`src/rtl/piso_pkg.sv`:
```
// rtl/piso_pkg.sv - shared types and helpers for the PISO serializer
package piso_pkg;

  typedef enum logic [1:0] {
    IDLE   = 2'd0,
    SHIFT  = 2'd1,
    PARITY = 2'd2
  } piso_state_t;

  function automatic int cnt_width(input int width);
    return (width > 1) ? $clog2(width) : 1;
  endfunction

endpackage

```
`src/rtl/piso_serializer_if.sv`:
```
// rtl/piso_serializer_if.sv - parallel-in handshake and serial-out bundle
interface piso_serializer_if #(
  parameter int WIDTH = 4
);
  logic [WIDTH-1:0] in;
  logic             in_valid;
  logic             in_ready;
  logic             sout;
  logic             sout_valid;
  logic             frame_start;
  logic             frame_end;
  logic             busy;

  modport master (
    output in, in_valid,
    input  in_ready, sout, sout_valid, frame_start, frame_end, busy
  );

  modport slave (
    input  in, in_valid,
    output in_ready, sout, sout_valid, frame_start, frame_end, busy
  );
endinterface

```
`src/rtl/piso_shift_reg.sv`:
```
// rtl/piso_shift_reg.sv - loadable shift register presenting the next serial bit
module piso_shift_reg #(
  parameter int WIDTH     = 4,
  parameter bit MSB_FIRST = 1'b0
) (
  input  logic             clk,
  input  logic             clr,
  input  logic             load_i,
  input  logic             shift_i,
  input  logic [WIDTH-1:0] data_i,
  output logic             bit_o
);
  logic [WIDTH-1:0] sr_q, sr_d;

  // load wins over shift so a back-to-back word replaces the drained one
  always_comb begin
    sr_d = sr_q;
    if (load_i) begin
      sr_d = data_i;
    end else if (shift_i) begin
      sr_d = MSB_FIRST ? {sr_q[WIDTH-2:0], 1'b0} : {1'b0, sr_q[WIDTH-1:1]};
    end
  end

  always_ff @(posedge clk) begin
    if (clr) begin
      sr_q <= '0;
    end else begin
      sr_q <= sr_d;
    end
  end

  assign bit_o = MSB_FIRST ? sr_q[WIDTH-1] : sr_q[0];
endmodule

```
`src/rtl/piso_serializer.sv`:
```
// rtl/piso_serializer.sv - PISO serializer with frame markers and optional even parity
module piso_serializer
  import piso_pkg::*;
#(
  parameter int WIDTH     = 4,
  parameter int MSB_FIRST = 0,
  parameter int PARITY_EN = 0
) (
  input logic                 clk,
  input logic                 clr,
  piso_serializer_if.slave    bus
);
  localparam int             CW       = cnt_width(WIDTH);
  localparam logic [CW-1:0]  CNT_LAST = CW'(WIDTH - 1);
  localparam bit             PAR      = (PARITY_EN != 0);
  localparam bit             MSB      = (MSB_FIRST != 0);

  piso_state_t   state_q, state_d;
  logic [CW-1:0] cnt_q, cnt_d;
  logic          par_q, par_d;
  logic          sout_q, sout_d;
  logic          valid_q, valid_d;
  logic          fs_q, fs_d;
  logic          fe_q, fe_d;
  logic          busy_q, busy_d;
  logic          in_ready;
  logic          accept;
  logic          shift_en;
  logic          cur_bit;

  piso_shift_reg #(
    .WIDTH     (WIDTH),
    .MSB_FIRST (MSB)
  ) u_shift (
    .clk     (clk),
    .clr     (clr),
    .load_i  (accept),
    .shift_i (shift_en),
    .data_i  (bus.in),
    .bit_o   (cur_bit)
  );

  always_ff @(posedge clk) begin
    if (clr) begin
      state_q <= IDLE;
      cnt_q   <= '0;
      par_q   <= 1'b0;
      sout_q  <= 1'b0;
      valid_q <= 1'b0;
      fs_q    <= 1'b0;
      fe_q    <= 1'b0;
      busy_q  <= 1'b0;
    end else begin
      state_q <= state_d;
      cnt_q   <= cnt_d;
      par_q   <= par_d;
      sout_q  <= sout_d;
      valid_q <= valid_d;
      fs_q    <= fs_d;
      fe_q    <= fe_d;
      busy_q  <= busy_d;
    end
  end

  always_comb begin
    state_d = state_q;
    unique case (state_q)
      IDLE:    if (accept) state_d = SHIFT;
      SHIFT: begin
        if (cnt_q == '0) begin
          if (PAR)         state_d = PARITY;
          else if (accept) state_d = SHIFT;
          else             state_d = IDLE;
        end
      end
      PARITY:  state_d = accept ? SHIFT : IDLE;
      default: state_d = IDLE;
    endcase
  end

  // in_ready depends on state/counter only, so upstream never sees a comb loop through in_valid
  always_comb begin
    in_ready = (state_q == IDLE)
            || (state_q == SHIFT && cnt_q == '0 && !PAR)
            || (state_q == PARITY);
    accept   = bus.in_valid && in_ready && !clr;
    shift_en = (state_q == SHIFT);
    cnt_d    = cnt_q;
    par_d    = par_q;
    sout_d   = 1'b0;
    valid_d  = 1'b0;
    fs_d     = 1'b0;
    fe_d     = 1'b0;
    if (accept) begin
      cnt_d = CNT_LAST;
      par_d = ^bus.in;
    end else if (shift_en && cnt_q != '0) begin
      cnt_d = cnt_q - 1'b1;
    end
    case (state_q)
      SHIFT: begin
        sout_d  = cur_bit;
        valid_d = 1'b1;
        fs_d    = (cnt_q == CNT_LAST);
        fe_d    = (cnt_q == '0) && !PAR;
      end
      PARITY: begin
        sout_d  = par_q;
        valid_d = 1'b1;
        fe_d    = 1'b1;
      end
      default: ;
    endcase
    busy_d = valid_d;
  end

  assign bus.in_ready    = in_ready;
  assign bus.sout        = sout_q;
  assign bus.sout_valid  = valid_q;
  assign bus.frame_start = fs_q;
  assign bus.frame_end   = fe_q;
  assign bus.busy        = busy_q;
endmodule

```
`src/flat_wrapper.sv`:
```
// flat-port wrapper written by rule: the top's interface ports become plain ports
module piso_serializer_flat import piso_pkg::*;
#(
  parameter int WIDTH     = 4,
  parameter int MSB_FIRST = 0,
  parameter int PARITY_EN = 0
)
  (clk, clr, bus_in, bus_in_valid, bus_in_ready, bus_sout, bus_sout_valid, bus_frame_start, bus_frame_end, bus_busy);
  piso_serializer_if #(.WIDTH(WIDTH)) bus_i ();
  input logic clk;
  input logic clr;
  input wire logic [$bits(bus_i.in)-1:0] bus_in;
  input wire logic [$bits(bus_i.in_valid)-1:0] bus_in_valid;
  output wire logic [$bits(bus_i.in_ready)-1:0] bus_in_ready;
  output wire logic [$bits(bus_i.sout)-1:0] bus_sout;
  output wire logic [$bits(bus_i.sout_valid)-1:0] bus_sout_valid;
  output wire logic [$bits(bus_i.frame_start)-1:0] bus_frame_start;
  output wire logic [$bits(bus_i.frame_end)-1:0] bus_frame_end;
  output wire logic [$bits(bus_i.busy)-1:0] bus_busy;
  assign bus_i.in = bus_in;
  assign bus_i.in_valid = bus_in_valid;
  assign bus_in_ready = bus_i.in_ready;
  assign bus_sout = bus_i.sout;
  assign bus_sout_valid = bus_i.sout_valid;
  assign bus_frame_start = bus_i.frame_start;
  assign bus_frame_end = bus_i.frame_end;
  assign bus_busy = bus_i.busy;
  piso_serializer #(.WIDTH(WIDTH), .MSB_FIRST(MSB_FIRST), .PARITY_EN(PARITY_EN)) u_core (.clk(clk), .clr(clr), .bus(bus_i));
endmodule
```
`config.mk`:
```
export PLATFORM = sky130hd
export DESIGN_NAME = piso_serializer_flat
export DESIGN_NICKNAME = d
export VERILOG_FILES = /design/src/rtl/piso_pkg.sv /design/src/rtl/piso_serializer_if.sv /design/src/rtl/piso_shift_reg.sv /design/src/rtl/piso_serializer.sv /design/src/flat_wrapper.sv
export SDC_FILE = /design/constraint.sdc
export NUM_CORES = 1
export LEC_CHECK = 0
export ABC_AREA = 1
export CAP_MARGIN = 20
export CORE_UTILIZATION = 25
export DETAILED_ROUTE_END_ITERATION = 12
export GPL_ROUTABILITY_DRIVEN = 0
export HOLD_SLACK_MARGIN = 0.05
export PLACE_DENSITY_LB_ADDON = 0.25
export SYNTH_ARGS = -nofsm -noshare
export SYNTH_HDL_FRONTEND = slang
export SYNTH_HIERARCHICAL = 1
export SYNTH_SLANG_ARGS = --single-unit
```
`constraint.sdc`:
```
create_clock -name clk -period 1.3 [get_ports clk]
set_input_delay 0.39 -clock clk [delete_from_list [all_inputs] [get_ports clk]]
set_output_delay 0.39 -clock clk [all_outputs]
set_load 0.01 [all_outputs]
```
Word level (Yosys, flattened, before mapping)
Index checks and enable logic that the tools add are counted.

Flip-flop bits (word level): 13. Input port bits: 7. Word-level logic and storage cells: 42.

Add/subtract/negate cells: 1. Equal/unequal tests: 5. Mux-type cells: 11. Bitwise logic cells: 1. Reductions and logical operators: 16.

Operators by type and width (count): 2-to-1 mux 2 bit (4); 2-to-1 mux 4 bit (2); case mux 2 bit (3 select lines) (1); nonzero test 2 bit (3); equality test 2 bit, second input constant (2); logical AND 1 bit (4); zero test 2 bit (2); case mux 1 bit (2 select lines) (2); OR reduction 2 bit (2); parity 4 bit (1); equality test 2 x 1 -> 1 bit, second input constant (1); logical OR 1 bit (2); 2-to-1 mux 1 bit (2); inequality test 2 x 1 -> 1 bit, second input constant (1); inequality test 2 bit, second input constant (1); AND reduction 2 bit (1); subtractor 2 x 1 -> 2 bit, second input constant (1); zero test 1 bit (1); inverter 1 bit (1).

Longest topological paths before layout
Word-level depth: 9. Gate-level depth with buffers: 9.

By module
Netlist, hierarchy kept.

Modules (own cells, without submodules): piso_serializer (times used 1, cells each 34, area an instance 275.3 µm²); piso_shift_reg (times used 1, cells each 29, area an instance 187.7 µm²).

Least setup slack after synthesis
Ideal clock, no wire load.

Path type: register to register. Start: reg u_core.cnt_q[0]. End: reg u_core.u_shift.sr_q[0]. Setup time: 0.109 ns. Arrival: 1.236 ns. Data required time: 1.191 ns. Slack: -0.045 ns. Stages on the path, launching flop included: 10. Period minus slack after synthesis: 1.345 ns. Cells stage by stage: dfxtp_1 inv_1 ha_1 inv_1 a21oi_1 nor2_2 nand2_1 nand3_1 nand2_1 inv_1.

Cells in the longest elaborated chain, start to end: 7. Elaborated cells on any way between the ends: 8. Classes of those cells: mux: 1; reduce/logical: 7.

Ends and longest elaborated chain: start, declared (line piso_serializer.sv:19) `logic [CW-1:0] cnt_q, cnt_d;`; start signal, assigned (line piso_serializer.sv:55) `cnt_q <= cnt_d;`; zero test 2 bit (*) (line piso_serializer.sv:84) `|| (state_q == SHIFT && cnt_q == '0 && !PAR)`; logical AND 1 bit (*) (line piso_serializer.sv:84); logical OR 1 bit (*) (line piso_serializer.sv:84); logical OR 1 bit (*) (line piso_serializer.sv:85) `|| (state_q == PARITY);`; logical AND 1 bit (*) (2 in series) (line piso_serializer.sv:86) `accept = bus.in_valid && in_ready && !clr;`; named net u_core.accept (line piso_serializer.sv:27) `logic accept;`; 2-to-1 mux 4 bit or nonzero test 2 bit (tied branches); end signal, assigned (line piso_shift_reg.sv:29) `sr_q <= sr_d;`; end, declared (line piso_shift_reg.sv:13) `logic [WIDTH-1:0] sr_q, sr_d;`.

Mark *: on every way through the listed nets, which the timed path passes. The rest lies on a longest branch. A chain may end at the register's enable or synchronous reset.

Worst setup path in the final report
Start: reg u_core.cnt_q[1]. End: out bus_in_ready.

Cells in the longest elaborated chain, start to end: 4.

Ends and longest elaborated chain: zero test 2 bit (line piso_serializer.sv:84); logical AND 1 bit (line piso_serializer.sv:84); logical OR 1 bit (line piso_serializer.sv:84); logical OR 1 bit (line piso_serializer.sv:85); end, declared (line flat_wrapper.sv:14) `output wire logic [$bits(bus_i.in_ready)-1:0] bus_in_ready;`.

Every way passes these cells.

==> flow_summary.json <==
{
  "relSlewSlack": 0.8549,
  "layout.nets": 98,
  "utilization": 0.4312,
  "path_delay_family": "flip-flops",
  "critical_path_arrival_ps": 1000,
  "vias_per_cell": 3.938,
  "required_ps": 910,
  "worstPathMaxFanout": 2,
  "min_period_ps": 1393,
  "synthArstFlopShare": 0,
  "cts_tree": "yes",
  "grt_busiest_layer": "met1",
  "grt_use_met1": 0.1320,
  "path_cells": "inv_2, ha_4, inv_2, nand2_2, buf_6",
  "die_w_microns": 45.03,
  "syn_nets": 72,
  "synthTopCellsByCount": "nand2_1, dfxtp_1, inv_1",
  "grt_max_degree": 9,
  "dpl-instance-area_sq_um": 685.7,
  "path_clk_slew_ps": 70,
  "synth_edf_count": 0,
  "die_y_microns": 45.03,
  "grt_pass1_vias": 344,
  "cap_violations": 0,
  "yosysTopAreaCell": "dfxtp_1",
  "cpMostUsedCell": "inv_2",
  "drv_slew": 0,
  "clock_latency_ps": 260,
  "min_to": "u_core/bus.sout",
  "yosysUniqueCellTypes": 12,
  "netlist_area_sq_um": 462.9,
  "violations": "negative setup slack",
  "ys.flop_type": "dfxtp_1",
  "num_antenna_cells": 0,
  "whs_path_depth": 2,
  "synth_most_common_cell": "nand2_1",
  "routed_wirelength_microns": 925,
  "grt_usage": 0.09718,
  "timing.final.crit_share": 1.072,
  "worstReg2RegEnd": "u_core/u_shift/sr_q[0]",
  "ff2ff_setup_slack_ps": 10,
  "gr-usage-met3": 0.01200,
  "power_w": 0.0007474,
  "reg2reg_depth": 10,
  "area_delta_synth_final_pct": 60.81,
  "min-delay-start": "u_core/u_shift/sr_q[0]",
  "wire_per_inst_microns": 8.186,
  "core_sq_um": 1727,
  "antenna_found_initial": 0,
  "ys_seq_area_frac": 0.4757,
  "io_pins": 13,
  "ir_drop_mv": 0.4302,
  "cts_setup_buffers": 0,
  "place_inst": 109,
  "synth_warnings": 6,
  "slowest_stage": "dfxtp_2",
  "hpwlAfterDp_microns": 691.2,
  "ys_seq_elements": 11,
  "hold_violations": 0,
  "drc_errors": 0,
  "slowest_delay_ps": 330,
  "critPathKind": "flip-flop to output port",
  "clock_path_buffers": 2,
  "finClkSkew_ps": 2.665,
  "rr_startpoint": "u_core/cnt_q[1]",
  "grt_use_met2": 0.1304,
  "vias": 445,
  "synth_top_cell_area_share": 0.4757,
  "drive_gt1_frac": 0.3182,
  "worst_pin_slew_ps": 217.1,
  "start_kind": "flip-flop",
  "timing.final.ws_setup_ps": -93.28,
  "dr.first_iter.drc_count": 12,
  "cts-root-buf": "clkbuf_4",
  "end_kind": "output port",
  "drtAntennaViolNets": 0,
  "firstDrtPassIters": 4,
  "cts_made_buffers": 3,
  "leakagePower_nw": 0.3804,
  "crit_start": "u_core/cnt_q[1]",
  "rows": 15,
  "cts_sinks": 11,
  "overflow": 0,
  "htree_levels": 1,
  "synth_area_leaders": "dfxtp_1, nand2_1, inv_1, nand3_1, nor2_1",
  "hold_path.class": "flip-flop to flip-flop",
  "final_cells": 113,
  "rsz0062_at_grt": "yes",
  "synth_area_per_cell_sq_um": 7.348,
  "status": "finished, violations left",
  "die-area_sq_um": 2028,
  "io_buffers": 12,
  "fmax_ghz": 0.7177,
  "start_util": 0.2681,
  "netlist_instances": 63,
  "grt_pass1_wl_mm": 1.373,
  "path_buf_inv": 3,
  "pwr_density_cell_nw_per_um2": 1004,
  "design_area_sq_um": 744.5,
  "final-setup-viol-count": 1
}
==> registers in the layout, summed over array words and instances (netlist names) <==
signal	count
u_core/bus.sout	1
u_core/bus.frame_start	1
u_core/bus.frame_end	1
u_core/u_shift/sr_q	4
u_core/state_q	1
u_core/cnt_q	2
u_core/bus.busy	1
==> what timing repair did <==
action,CTS,global route
endpoints found under the setup margin,10,5
resized for setup,14,8
hold buffers,0,0
pin swaps,1,2
==> metal layers <==
metal,share of wire,vias up
li1,-,241
met1,0.51,191
met2,0.45,11
met3,0.032,2
met4,0.015,0
met5,0,-
==> cell families (layout without fill, tap and decap cells) <==
kind of cell	count (synthesis)	count (layout)	synth area share
AOI/OAI and AO/OA	4	4	0.05135
adders and majority gates	2	2	0.05405
buffers and inverters	13	38	0.1135
DFF	11	11	0.4757
and+or+nand+nor	33	33	0.3054
==> where the power goes <==
group	switching, W	internal (W)
Sequential	0.00000858	0.000355
Clock	0.000116	0.000119
Combinational	0.0000706	0.0000786
Total	0.000196	0.000552
==> metrics by stage <==
| step | hold WS [ps] | setup slack, ps | setup TNS, ps |
|---|---|---|---|
| 2_1_floorplan | 408.4 | 65.28 | 0 |
| 3_3_place_gp | 426.6 | -275.8 | -1694 |
| 3_5_place_dp | 426.3 | -292.9 | -1763 |
| 4_1_cts | 437.9 | -132.1 | -132.1 |
| 5_1_grt | 468.0 | -144.9 | -358.9 |
| 6_report | 435.2 | -93.28 | -93.28 |
==> worst max-delay path by stage <==
stage / to / slack (ps) / cells after the start
2_1_floorplan: u_core/u_shift/sr_q[2] / 70 / 7
3_3_place_gp: u_core/u_shift/sr_q[2] / -280 / 8
3_5_place_dp: u_core/u_shift/sr_q[2] / -290 / 8
4_1_cts: bus_in_ready / -130 / 5
5_1_grt: bus_in_ready / -140 / 5
6_report: bus_in_ready / -90 / 5
==> cell usage in the layout (no fill, tap or decap) <==
cell type        synthesis  layout
nand3_1                  6       6
dfxtp_2                  0       2
a21oi_2                  1       1
buf_6                    0       3
nand2_2                  3       3
ha_4                     0       1
dfxtp_1                 11       9
dlymetal6s2s_1           0       1
a21oi_1                  3       2
clkdlybuf4s50_1          0       5
nor2_1                   7       7
buf_4                    1       8
a21oi_4                  0       1
nor2_4                   0       1
inv_2                    2       5
nand2_1                 16      16
dlygate4sd2_1            0       5
ha_1                     2       1
clkbuf_4                 0       3
clkbuf_1                 0       1
inv_1                   10       7
==> final cells by class <==
class / instances / area [sq um]
repair buffers: 22 / 200.2
clock buffers: 4 / 26.28
multi-input cells: 39 / 219.0
flip-flops and latches: 11 / 222.7
well taps: 25 / 31.28
fillers: 192 / 982.2
inverters: 12 / 45.04
==> worst reg2reg max path, cell delays in order, from the launching register on <==
cell	delay [ps]
dfxtp_2	320
inv_2	60
ha_4	130
inv_2	30
buf_4	140
a21oi_4	210
inv_2	70
nand3_1	70
nand3_1	70
nand2_1	60
inv_1	30
Power figures use the tool's default switching activity.
